--- src/rtl/bcd_seq_conv_pkg.sv ---
// bcd_pkg: shared FSM type, digit width and add-3 digit correction for the sequential BCD converter
package bcd_pkg;
   typedef enum logic [1:0] {IDLE, SHIFT, DONE} bcd_state_t;
   localparam int BCD_DIGIT_W = 4;
   function automatic logic [BCD_DIGIT_W-1:0] bcd_add3(input logic [BCD_DIGIT_W-1:0] d);
      return (d >= 4'd5) ? d + 4'd3 : d;
   endfunction
endpackage

--- src/rtl/bcd_seq_conv_if.sv ---
// bcd_seq_conv_if: start/result bundle of the converter; blank exists only with BCD_BLANK_EN defined
interface bcd_seq_conv_if #(parameter int BIN_W = 14, parameter int DIGITS = 4);
   import bcd_pkg::*;
   logic                            start;
   logic [BIN_W-1:0]                bin;
   logic                            ready;
   logic                            busy;
   logic                            done;
   logic [BCD_DIGIT_W*DIGITS-1:0]   bcd;
   logic                            ovf;
`ifdef BCD_BLANK_EN
   logic [DIGITS-1:0]               blank;
   modport master (output start, bin, input ready, busy, done, bcd, ovf, blank);
   modport slave  (input start, bin, output ready, busy, done, bcd, ovf, blank);
`else
   modport master (output start, bin, input ready, busy, done, bcd, ovf);
   modport slave  (input start, bin, output ready, busy, done, bcd, ovf);
`endif
endinterface

--- src/rtl/bcd_seq_conv_digit_cell.sv ---
// bcd_digit_cell: one double-dabble digit slice, add-3 correction then shift left with carry in/out
module bcd_digit_cell
   import bcd_pkg::*;
(
   input  logic [BCD_DIGIT_W-1:0] d,
   input  logic                   cin,
   output logic [BCD_DIGIT_W-1:0] q,
   output logic                   cout
);
   logic [BCD_DIGIT_W-1:0] a;
   assign a    = bcd_add3(d);
   assign q    = {a[BCD_DIGIT_W-2:0], cin};
   assign cout = a[BCD_DIGIT_W-1];
endmodule

--- src/rtl/bcd_seq_conv.sv ---
// bcd_seq_conv: one-bit-per-clock binary to BCD converter with overflow flag; BCD_BLANK_EN adds leading-zero mask
module bcd_seq_conv
   import bcd_pkg::*;
#(
   parameter int BIN_W  = 14,
   parameter int DIGITS = 4
) (
   input  logic           clk,
   input  logic           reset,
   bcd_seq_conv_if.slave  bus
);
   localparam int CW = $clog2(BIN_W + 1);
   bcd_state_t                    state, state_n;
   logic [CW-1:0]                 cnt;
   logic [BIN_W-1:0]              sr;
   logic [BCD_DIGIT_W*DIGITS-1:0] dig, dig_n;
   logic [DIGITS:0]               ch;
   logic                          sovf;
   logic                          last;
   assign ch[0] = sr[BIN_W-1];
   assign last  = (state == SHIFT) && (cnt == '0);
   genvar k;
   for (k = 0; k < DIGITS; k++) begin : g_cell
      bcd_digit_cell u_cell (
         .d    (dig[BCD_DIGIT_W*k +: BCD_DIGIT_W]),
         .cin  (ch[k]),
         .q    (dig_n[BCD_DIGIT_W*k +: BCD_DIGIT_W]),
         .cout (ch[k+1])
      );
   end
   // State register
   always_ff @(posedge clk or posedge reset)
      if (reset) state <= IDLE;
      else       state <= state_n;
   // Next state: counter holds BIN_W shifts, the extra SHIFT cycle at zero lets the last overflow bit settle
   always_comb begin
      state_n = state;
      state_n = (state == IDLE)  ? (bus.start ? SHIFT : IDLE) :
                (state == SHIFT) ? (cnt == '0 ? DONE : SHIFT) : IDLE;
   end
   // Working datapath: load on accept, correct-and-shift while bits remain
   always_ff @(posedge clk or posedge reset)
      if (reset) begin
         cnt  <= '0;
         sr   <= '0;
         dig  <= '0;
         sovf <= 1'b0;
      end else if (state == IDLE && bus.start) begin
         cnt  <= CW'(BIN_W);
         sr   <= bus.bin;
         dig  <= '0;
         sovf <= 1'b0;
      end else if (state == SHIFT && cnt != '0) begin
         cnt  <= cnt - 1'b1;
         sr   <= sr << 1;
         dig  <= dig_n;
         sovf <= sovf | ch[DIGITS];
      end
   // Registered outputs; results load on the edge that enters DONE
   always_ff @(posedge clk or posedge reset)
      if (reset) begin
         bus.ready <= 1'b1;
         bus.busy  <= 1'b0;
         bus.done  <= 1'b0;
         bus.bcd   <= '0;
         bus.ovf   <= 1'b0;
      end else begin
         bus.ready <= state_n == IDLE;
         bus.busy  <= state_n == SHIFT;
         bus.done  <= state_n == DONE;
         if (last) begin
            bus.bcd <= sovf ? {DIGITS{4'd9}} : dig;
            bus.ovf <= sovf;
         end
      end
`ifdef BCD_BLANK_EN
   logic [DIGITS-1:0] blank_n;
   logic              z;
   // Leading-zero mask: digit k blanks when it and every higher digit are zero; digit 0 never blanks
   always_comb begin
      blank_n = '0;
      z       = 1'b1;
      for (int i = DIGITS - 1; i >= 1; i--) begin
         z          = z & (dig[BCD_DIGIT_W*i +: BCD_DIGIT_W] == '0);
         blank_n[i] = z;
      end
   end
   // Mask register loads with bcd and is cleared on overflow
   always_ff @(posedge clk or posedge reset)
      if (reset)     bus.blank <= ~DIGITS'(1);
      else if (last) bus.blank <= sovf ? '0 : blank_n;
`endif
endmodule

--- src/flat_wrapper.sv ---
// flat-port wrapper written by rule: the top's interface ports become plain ports
module bcd_seq_conv_flat import bcd_pkg::*;
#(
   parameter int BIN_W  = 14,
   parameter int DIGITS = 4
)
  (clk, reset, bus_start, bus_bin, bus_ready, bus_busy, bus_done, bus_bcd, bus_ovf);
  bcd_seq_conv_if #(.BIN_W(BIN_W), .DIGITS(DIGITS)) bus_i ();
  input  logic clk;
  input  logic reset;
  input wire logic [$bits(bus_i.start)-1:0] bus_start;
  input wire logic [$bits(bus_i.bin)-1:0] bus_bin;
  output wire logic [$bits(bus_i.ready)-1:0] bus_ready;
  output wire logic [$bits(bus_i.busy)-1:0] bus_busy;
  output wire logic [$bits(bus_i.done)-1:0] bus_done;
  output wire logic [$bits(bus_i.bcd)-1:0] bus_bcd;
  output wire logic [$bits(bus_i.ovf)-1:0] bus_ovf;
  assign bus_i.start = bus_start;
  assign bus_i.bin = bus_bin;
  assign bus_ready = bus_i.ready;
  assign bus_busy = bus_i.busy;
  assign bus_done = bus_i.done;
  assign bus_bcd = bus_i.bcd;
  assign bus_ovf = bus_i.ovf;
  bcd_seq_conv #(.BIN_W(BIN_W), .DIGITS(DIGITS)) u_core (.clk(clk), .reset(reset), .bus(bus_i));
endmodule
--- config.mk ---
export PLATFORM = sky130hd
export DESIGN_NAME = bcd_seq_conv_flat
export DESIGN_NICKNAME = d
export VERILOG_FILES = /design/src/rtl/bcd_seq_conv_pkg.sv /design/src/rtl/bcd_seq_conv_if.sv /design/src/rtl/bcd_seq_conv_digit_cell.sv /design/src/rtl/bcd_seq_conv.sv /design/src/flat_wrapper.sv
export SDC_FILE = /design/constraint.sdc
export NUM_CORES = 1
export LEC_CHECK = 0
export BUFFER_PORTS_ARGS = -buffer_cell sky130_fd_sc_hd__buf_2
export CAP_MARGIN = 20
export CORE_ASPECT_RATIO = 1.75
export CORE_MARGIN = 4
export CORE_UTILIZATION = 50
export CTS_CLUSTER_DIAMETER = 120
export CTS_CLUSTER_SIZE = 20
export DETAILED_ROUTE_END_ITERATION = 7
export HOLD_SLACK_MARGIN = 0.03
export PLACE_DENSITY = 0.71
export SLEW_MARGIN = 40
export SYNTH_ARGS = -nofsm -noshare
export SYNTH_HDL_FRONTEND = slang
export SYNTH_SLANG_ARGS = --single-unit
--- constraint.sdc ---
create_clock -name clk -period 2 [get_ports clk]
set_clock_uncertainty 0.1 [all_clocks]
set_input_delay 0.2 -clock clk [delete_from_list [all_inputs] [get_ports clk]]
set_output_delay 0.2 -clock clk [all_outputs]
set_load 0.1 [all_outputs]
# Word-level counts from Yosys, hierarchy flattened
# Cells that the tools add are included.
# word_totals
wordCells,48
output_inout_bits,20
input_bits,17
register_bits,57
# op_classes
magnitude_cmp,4
n_reduce_logical,8
n_addsub,5
eq_ne,3
bitwise,1
n_mux,17
# op_table
cell,n
$mux 16,3
$mux 14,2
$mux 4,6
$add 4x2->4 const B,4
$ge 4x3->1 const B,4
$mux 2,3
$eq 2x1->1 const B,2
$logic_not 2->1,2
$logic_not 4->1,1
$reduce_bool 4->1,1
$sub 4x1->4 const B,1
$logic_and 1x1->1,3
$mux 1,3
$eq 2x2->1 const B,1
$reduce_bool 2->1,1
$or 1x1->1,1

# Longest topological paths before layout
# Gate-level depths: netlist of the first run.
# logic_depth
depth_word,5
depth_mapped,8
mapped_depth_nobuf,7

# Hierarchy
# Synthesis of the first run repeated with hierarchy kept, for this count alone.
# hier_totals
hier_cells,311
hier_area_um2,2885.3
# modules_own_cells
module,instances,area_each_um2,seq_area_each_um2,cells_per_inst
bcd_seq_conv,1,2449.8,1427.6,243
bcd_digit_cell,4,108.9,0.0,17

# Worst setup path after synthesis of the first run
# OpenSTA, ideal clock, no wires.
# synth_path
kind,register to register
start,register u_core.cnt[0]
end,register u_core.sr[10]
slack_ps,261
t_arrival_ps,1513
required_time_ps,1774
path_buffers,1
path_stages_with_launch,8
path_cell_list,dfrtp_1 inv_1 ha_1 nor3b_2 or2_1 buf_6 and3_1 a221o_1
# synth_between
elab_chain_cells,3
# synth_lines
element,line_no,source
from (decl),bcd_seq_conv.sv:14,logic [CW-1:0] cnt;
from (signal assigned),bcd_seq_conv.sv:49,cnt <= CW'(BIN_W);
from (signal assigned),bcd_seq_conv.sv:54,cnt <= cnt - 1'b1;
$reduce_bool 4->1,bcd_seq_conv.sv:53,end else if (state == SHIFT && cnt != '0) begin
$logic_and 1x1->1,bcd_seq_conv.sv:53,
$reduce_bool 2->1 (no line),-,
to (signal assigned),bcd_seq_conv.sv:50,sr <= bus.bin;
to (signal assigned),bcd_seq_conv.sv:55,sr <= sr << 1;
to (decl),bcd_seq_conv.sv:15,logic [BIN_W-1:0] sr;
# Every way passes these cells.
# A chain may end at the register's enable or synchronous reset.

# Worst setup path after layout of the first run
# layout_path
start,register u_core.cnt[0]
end,register u_core.sr[8]
# The elaborated chain is that of the path after synthesis.

==> results_dict.tcl, run 1 <==
set metrics [dict create \
    min_period_over_period 0.9684 \
    cts_made_buffers 9 \
    slew_viol_final 0 \
    synth_cells 269 \
    io_pins 37 \
    nFillCells 448 \
    cp_top_family "simple AND/OR/NAND/NOR gates" \
    core_um2 5255 \
    synth_cell_type_count 37 \
    fin_cells 385 \
    grt_pass1_wl_um 9722 \
    fin_area_um2 3351 \
    diodes 0 \
    yosys-top-cells-area "dfrtp_1 52%, nand2_1 4.3%, ha_1 4.1%" \
    gp_congestion 0.7823 \
    wirelength_um 5396 \
    cp_slowest_cell "dfrtp_1" \
    cts-root-buf "clkbuf_8" \
    synth_most_common_cell "dfrtp_1" \
    grt_pass1_vias 2162 \
    tns_ns 0 \
    slowest_delay_ns 0.37 \
    critical_path_class "flip-flop to flip-flop" \
    dr.first_iter.drc_count 67 \
    finalCriticalPeriod_ns 1.937 \
    synth_seq_area_share 0.5256 \
    cp.depth 7 \
    synth_area_um2 2716 \
    netlist.area_leader.share 0.5159 \
    ys.flop_type "dfrtp_1" \
    cts_resized 0 \
    grt_overflow 0 \
    setup_viol 0 \
    dp_hpwl_um 3603 \
    synth.avg_cell_area_um2 10.10 \
    drc_errors 0 \
    min_path_type "primary input to asynchronous set/reset pin" \
    fp.dieArea_um2 6722 \
    nets 351 \
    wl_per_cell_um 14.02 \
    worstSkewPairLatency_ns 0.33 \
    clockBufferDepth 2 \
    dieHeight_um 105.5 \
    drive_gt1_frac 0.2303 \
    hold_slack_ns 0.3546 \
    synth-seq-cells 57 \
    cap_violations 0 \
    cts.sinks 57 \
    drtPass1Iterations 4 \
    synth-edff-count 0 \
    crit_path_max_fanout 21 \
    startpoint_type "flip-flop" \
    path_buf_inv 2 \
    rows 35 \
    vias 2081 \
    hold_viol 0 \
    worst_pin_slew_ns 0.4944 \
    syn2layout_area_growth_pct 23.35 \
    status "complete, no violations" \
    antenna_found_initial 0 \
    start_util 0.5169 \
    async_flop_share 1.000 \
    critical_path_arrival_ns 2.04 \
    cp.required_ns 2.10 \
    postPlaceCellArea_um2 2968 \
    syn_nets 295 \
    track_usage 0.1841 \
    ff2ff_path_depth 7 \
    slew-limit-headroom 0.6704 \
    end_kind "flip-flop" \
    clock.fmax_mhz 516.3 \
    synthTopCellsByCount "56 x dfrtp_1, 31 x nand2_1, 22 x o21ai_0" \
    synth_top_area_cell "dfrtp_1" \
    rsz0062_at_grt "no" \
    ant_nets 0 \
    grt_max_degree 58 \
    htree_levels 3 \
    avgViaCountPerCell 5.405 \
    portBuffers 36 \
    placed_cells 351 \
    dieWidth_um 63.72 \
    yosysWarnings 0 \
    cts_tree "built" \
    worstPathCellList "inv_1 -> ha_1 -> nor3b_2 -> or2_1 -> buf_12 -> and3_1 -> a221o_1" \
    path_clk_slew_ns 0.06 \
]
## routing by layer
layer / track usage / vias up / part of all wire
li1: - / 1047 / -
met2: 0.3224 / 43 / 0.53
met4: 0.08655 / 0 / 0.014
met3: 0.04797 / 5 / 0.035
met5: 0 / - / 0
met1: 0.2037 / 986 / 0.43
## state kept, by name (all words and copies together), names as in the netlist
| signal | count |
|---|---|
| u_core.bus.bcd | 16 |
| u_core.bus.busy | 1 |
| u_core.bus.done | 1 |
| u_core.bus.ovf | 1 |
| u_core.bus.ready | 1 |
| u_core.cnt | 4 |
| u_core.dig | 16 |
| u_core.sovf | 1 |
| u_core.sr | 14 |
| u_core.state | 2 |
## path summary, 6_finish.rpt
check / from / end / slack, ns
max: u_core.cnt[0]$_DFFE_PP0P_ / u_core.sr[8]$_DFFE_PP0P_ / 0.06
min reg2reg: u_core.bus.ovf$_DFFE_PP0P_ / u_core.bus.ovf$_DFFE_PP0P_ / 0.37
min: reset / u_core.bus.done$_DFF_PP0_ / 0.35
max in group asynchronous: reset / u_core.bus.ready$_DFF_PP1_ / 1.12
max reg2reg: u_core.cnt[0]$_DFFE_PP0P_ / u_core.sr[8]$_DFFE_PP0P_ / 0.06
min in group clk: u_core.bus.ovf$_DFFE_PP0P_ / u_core.bus.ovf$_DFFE_PP0P_ / 0.37
## cell families after synthesis
logic type	count (synthesis)	share of synthesized area
flip-flops	57	0.5256
AO/OA/AOI/OAI	70	0.1709
buffers and inverters	32	0.06218
multiplexers	4	0.01658
XOR/XNOR	6	0.01935
AND/OR/NAND/NOR	91	0.1640
adder cells (fa/ha/maj)	9	0.04146
## stage by stage
step                setup WS (ns)  utilization
global route              0.01787       0.6376
global placement           0.1425       0.5648
detailed placement        0.05204       0.5648
finish                    0.06319       0.6376
floorplan                  0.2610            -
CTS                       0.04778       0.6348
## area by class of cell
class                           instances  area, um^2  share of cell area
Clock inverter                          2       35.03             0.01046
Inverter                               15       56.30             0.01680
Timing Repair Buffer                   62       465.4              0.1389
Sequential cell                        57        1428              0.4261
Clock buffer                           14       172.7             0.05153
Tap cell                               55       68.82             0.02054
Multi-Input combinational cell        180        1125              0.3357
## cell usage in the layout (no fill, tap or decap), types with 2 or more instances in the layout
master         Yosys  layout
a21oi_1           13      13
a221o_1            9       9
a22oi_1            2       2
and3_1             9       9
buf_12             0       4
buf_2              5      36
buf_4              1       6
clkbuf_1           5       2
clkbuf_8           0      12
dfrtp_1           56      56
dlygate4sd3_1      0      16
ha_1               9       9
inv_1             15      14
mux2_2             4       4
nand2_1           31      31
nand2b_1           9       9
nand3_1           19      19
nor2_1            13      13
nor3_1             3       2
nor3b_1            3       3
o21ai_0           22      22
o21ai_1            4       4
o21ai_2            8       8
o31ai_1            5       5
xnor2_1            5       5
## worst reg2reg max path: cells and delay by family, from the launching register on
family	cells	cell delay, ns
flip-flops	1	0.37
buffers and inverters	2	0.25
AND/OR/NAND/NOR	3	0.64
adder cells (fa/ha/maj)	1	0.20
AO/OA/AOI/OAI	1	0.26
## repair_timing
action                                  4_1_cts  5_1_grt
endpoints found under the setup margin        0        8
setup buffers                                 0        2
endpoints found under the hold margin        71        0
hold buffers                                 16        0
Power of run 1 is left out: the tool's default activity adds up to more than one toggle a clock period on the data nets, which glitch-free logic cannot reach.
==> run 2, diff against run 1 <==
Settings changed: CORE_UTILIZATION 50 to 57, PLACE_DENSITY 0.71 to 0.79.
==> run 2 against run 1 <==
Net effect: utilization increased by 7.0 points; setup slack improved by 0.021 ns; clock-buffer cell count did not move; sequential share of layout area is 0.63 points higher; hold slack worse by 0.12 ns; cell count fell by 0.52%; via count grew 3.3%; design area is 1.5% lower; sequential cell count is the same; critical path depth unchanged; critical endpoint is now u_core.sr[9]$_DFFE_PP0P_; largest cell class unchanged.
==> results_dict.tcl, run 2 (same netlist as run 1, synthesis figures left out) <==
set metrics [dict create \
    dieHeight_um 99.32 \
    cts_tree "built" \
    critical_path_arrival_ns 2.03 \
    nets 352 \
    cap_violations 0 \
    avgViaCountPerCell 5.611 \
    multi_input_area_um2 1125 \
    dieWidth_um 60.19 \
    path_buf_inv 2 \
    globalRouteMet2Util 0.3500 \
    clockBufferDepth 2 \
    critical_path_class "flip-flop to flip-flop" \
    dp_hpwl_um 3609 \
    placed_cells 350 \
    wl_per_cell_um 14.58 \
    slew_viol_final 0 \
    track_usage 0.2122 \
    cts-root-buf "clkbuf_8" \
    setup_viol 0 \
    diodes 0 \
    clock.fmax_mhz 521.9 \
    grt_pass1_wl_um 9411 \
    worst_pin_slew_ns 0.5243 \
    fin_area_um2 3302 \
    drive_gt1_frac 0.2356 \
    slowest_delay_ns 0.37 \
    top_usage_layer "met2" \
    cts.sinks 57 \
    fp.dieArea_um2 5978 \
    layout_common_cells "56 x dfrtp_1, 36 x buf_2, 31 x nand2_1, 22 x o21ai_0, 19 x nand3_1" \
    fin_cells 383 \
    grt.met1_usage 0.2439 \
    ant_nets 0 \
    status "complete, no violations" \
    postPlaceCellArea_um2 2942 \
    startpoint_type "flip-flop" \
    wirelength_um 5585 \
    hold_viol 0 \
    drtPass1Iterations 7 \
    antenna_found_initial 0 \
    slew-limit-headroom 0.6505 \
    gp_congestion 0.7957 \
    start_util 0.5822 \
    core_um2 4666 \
    cp.required_ns 2.11 \
    grt_overflow 0 \
    path_clk_slew_ns 0.06 \
    portBuffers 36 \
    ff_latch_area_um2 1428 \
    cts_resized 0 \
    vias 2149 \
    worstSkewPairLatency_ns 0.33 \
    dr.first_iter.drc_count 101 \
    tns_ns 0 \
    top_regs "u_core.bus.bcd x16, u_core.dig x16, u_core.sr x14" \
    syn2layout_area_growth_pct 21.56 \
    end_kind "flip-flop" \
    hold_slack_ns 0.2348 \
    grt_use_met3 0.05714 \
    io_pins 37 \
    min_path_type "primary input to asynchronous set/reset pin" \
    rsz0062_at_grt "no" \
    final_common_cell "dfrtp_1" \
    htree_levels 3 \
    cp_top_family "simple AND/OR/NAND/NOR gates" \
    crit_path_max_fanout 16 \
    cts_made_buffers 9 \
    grt_max_degree 49 \
    finalCriticalPeriod_ns 1.916 \
    min_period_over_period 0.9581 \
    grt_pass1_vias 2100 \
    drc_errors 0 \
    nFillCells 368 \
    cp_slowest_cell "dfrtp_1" \
    rows 33 \
    worstPathCellList "inv_1 -> ha_1 -> nor3b_2 -> or2_1 -> buf_4 -> and3_1 -> a221o_1" \
]
==> run 2: path summary, 6_finish.rpt <==
kind / startpoint / end / slack (ns) / cells after the start
max: u_core.cnt[0]$_DFFE_PP0P_ / u_core.sr[9]$_DFFE_PP0P_ / 0.08 / 7
min: reset / u_core.bus.done$_DFF_PP0_ / 0.23 / 3
max reg2reg: u_core.cnt[0]$_DFFE_PP0P_ / u_core.sr[9]$_DFFE_PP0P_ / 0.08 / 7
min reg2reg: u_core.bus.bcd[11]$_DFFE_PP0P_ / u_core.bus.bcd[11]$_DFFE_PP0P_ / 0.37 / 2
max in group asynchronous: reset / u_core.bus.bcd[6]$_DFFE_PP0P_ / 1.05 / 4
min in group clk: u_core.bus.bcd[11]$_DFFE_PP0P_ / u_core.bus.bcd[11]$_DFFE_PP0P_ / 0.37 / 2
==> run 2: layout make-up <==
type | instances | area share
multi-input cells | 180 | 0.3407
repair buffers | 63 | 0.1319
clock inverters | 2 | 0.003031
well taps | 52 | 0.01970
flip-flops and latches | 57 | 0.4324
inverters | 15 | 0.01705
clock buffers | 14 | 0.05532
==> run 2: timing repair <==
item | CTS | global route
endpoints found under the setup margin | 0 | 2
buffers inserted | 0 | 1
hold buffers | 16 | 0
hold endpoints to repair | 72 | 0
==> run 2: worst register-to-register path: stages (launching register included) <==
cell and delay (ns):
dfrtp_1 0.37, inv_1 0.05, ha_1 0.21, nor3b_2 0.18
or2_1 0.23, buf_4 0.19, and3_1 0.20, a221o_1 0.27
==> run 2: metrics by stage <==
stage / utilization / setup slack, ns
CTS: 0.7061 / 0.1146
global route: 0.7077 / 0.03687
finish: 0.7077 / 0.08377
detailed placement: 0.6305 / 0.1168
floorplan: - / 0.2610
global placement: 0.6305 / 0.1931
==> run 2: routing by layer <==
metal	share of wire	up-vias	wire length, um
li1	-	1054	-
met1	0.41	1035	2305
met2	0.52	51	2905
met3	0.046	9	258
met4	0.021	0	115
met5	0	-	0
Power of run 2 is left out for the same reason.
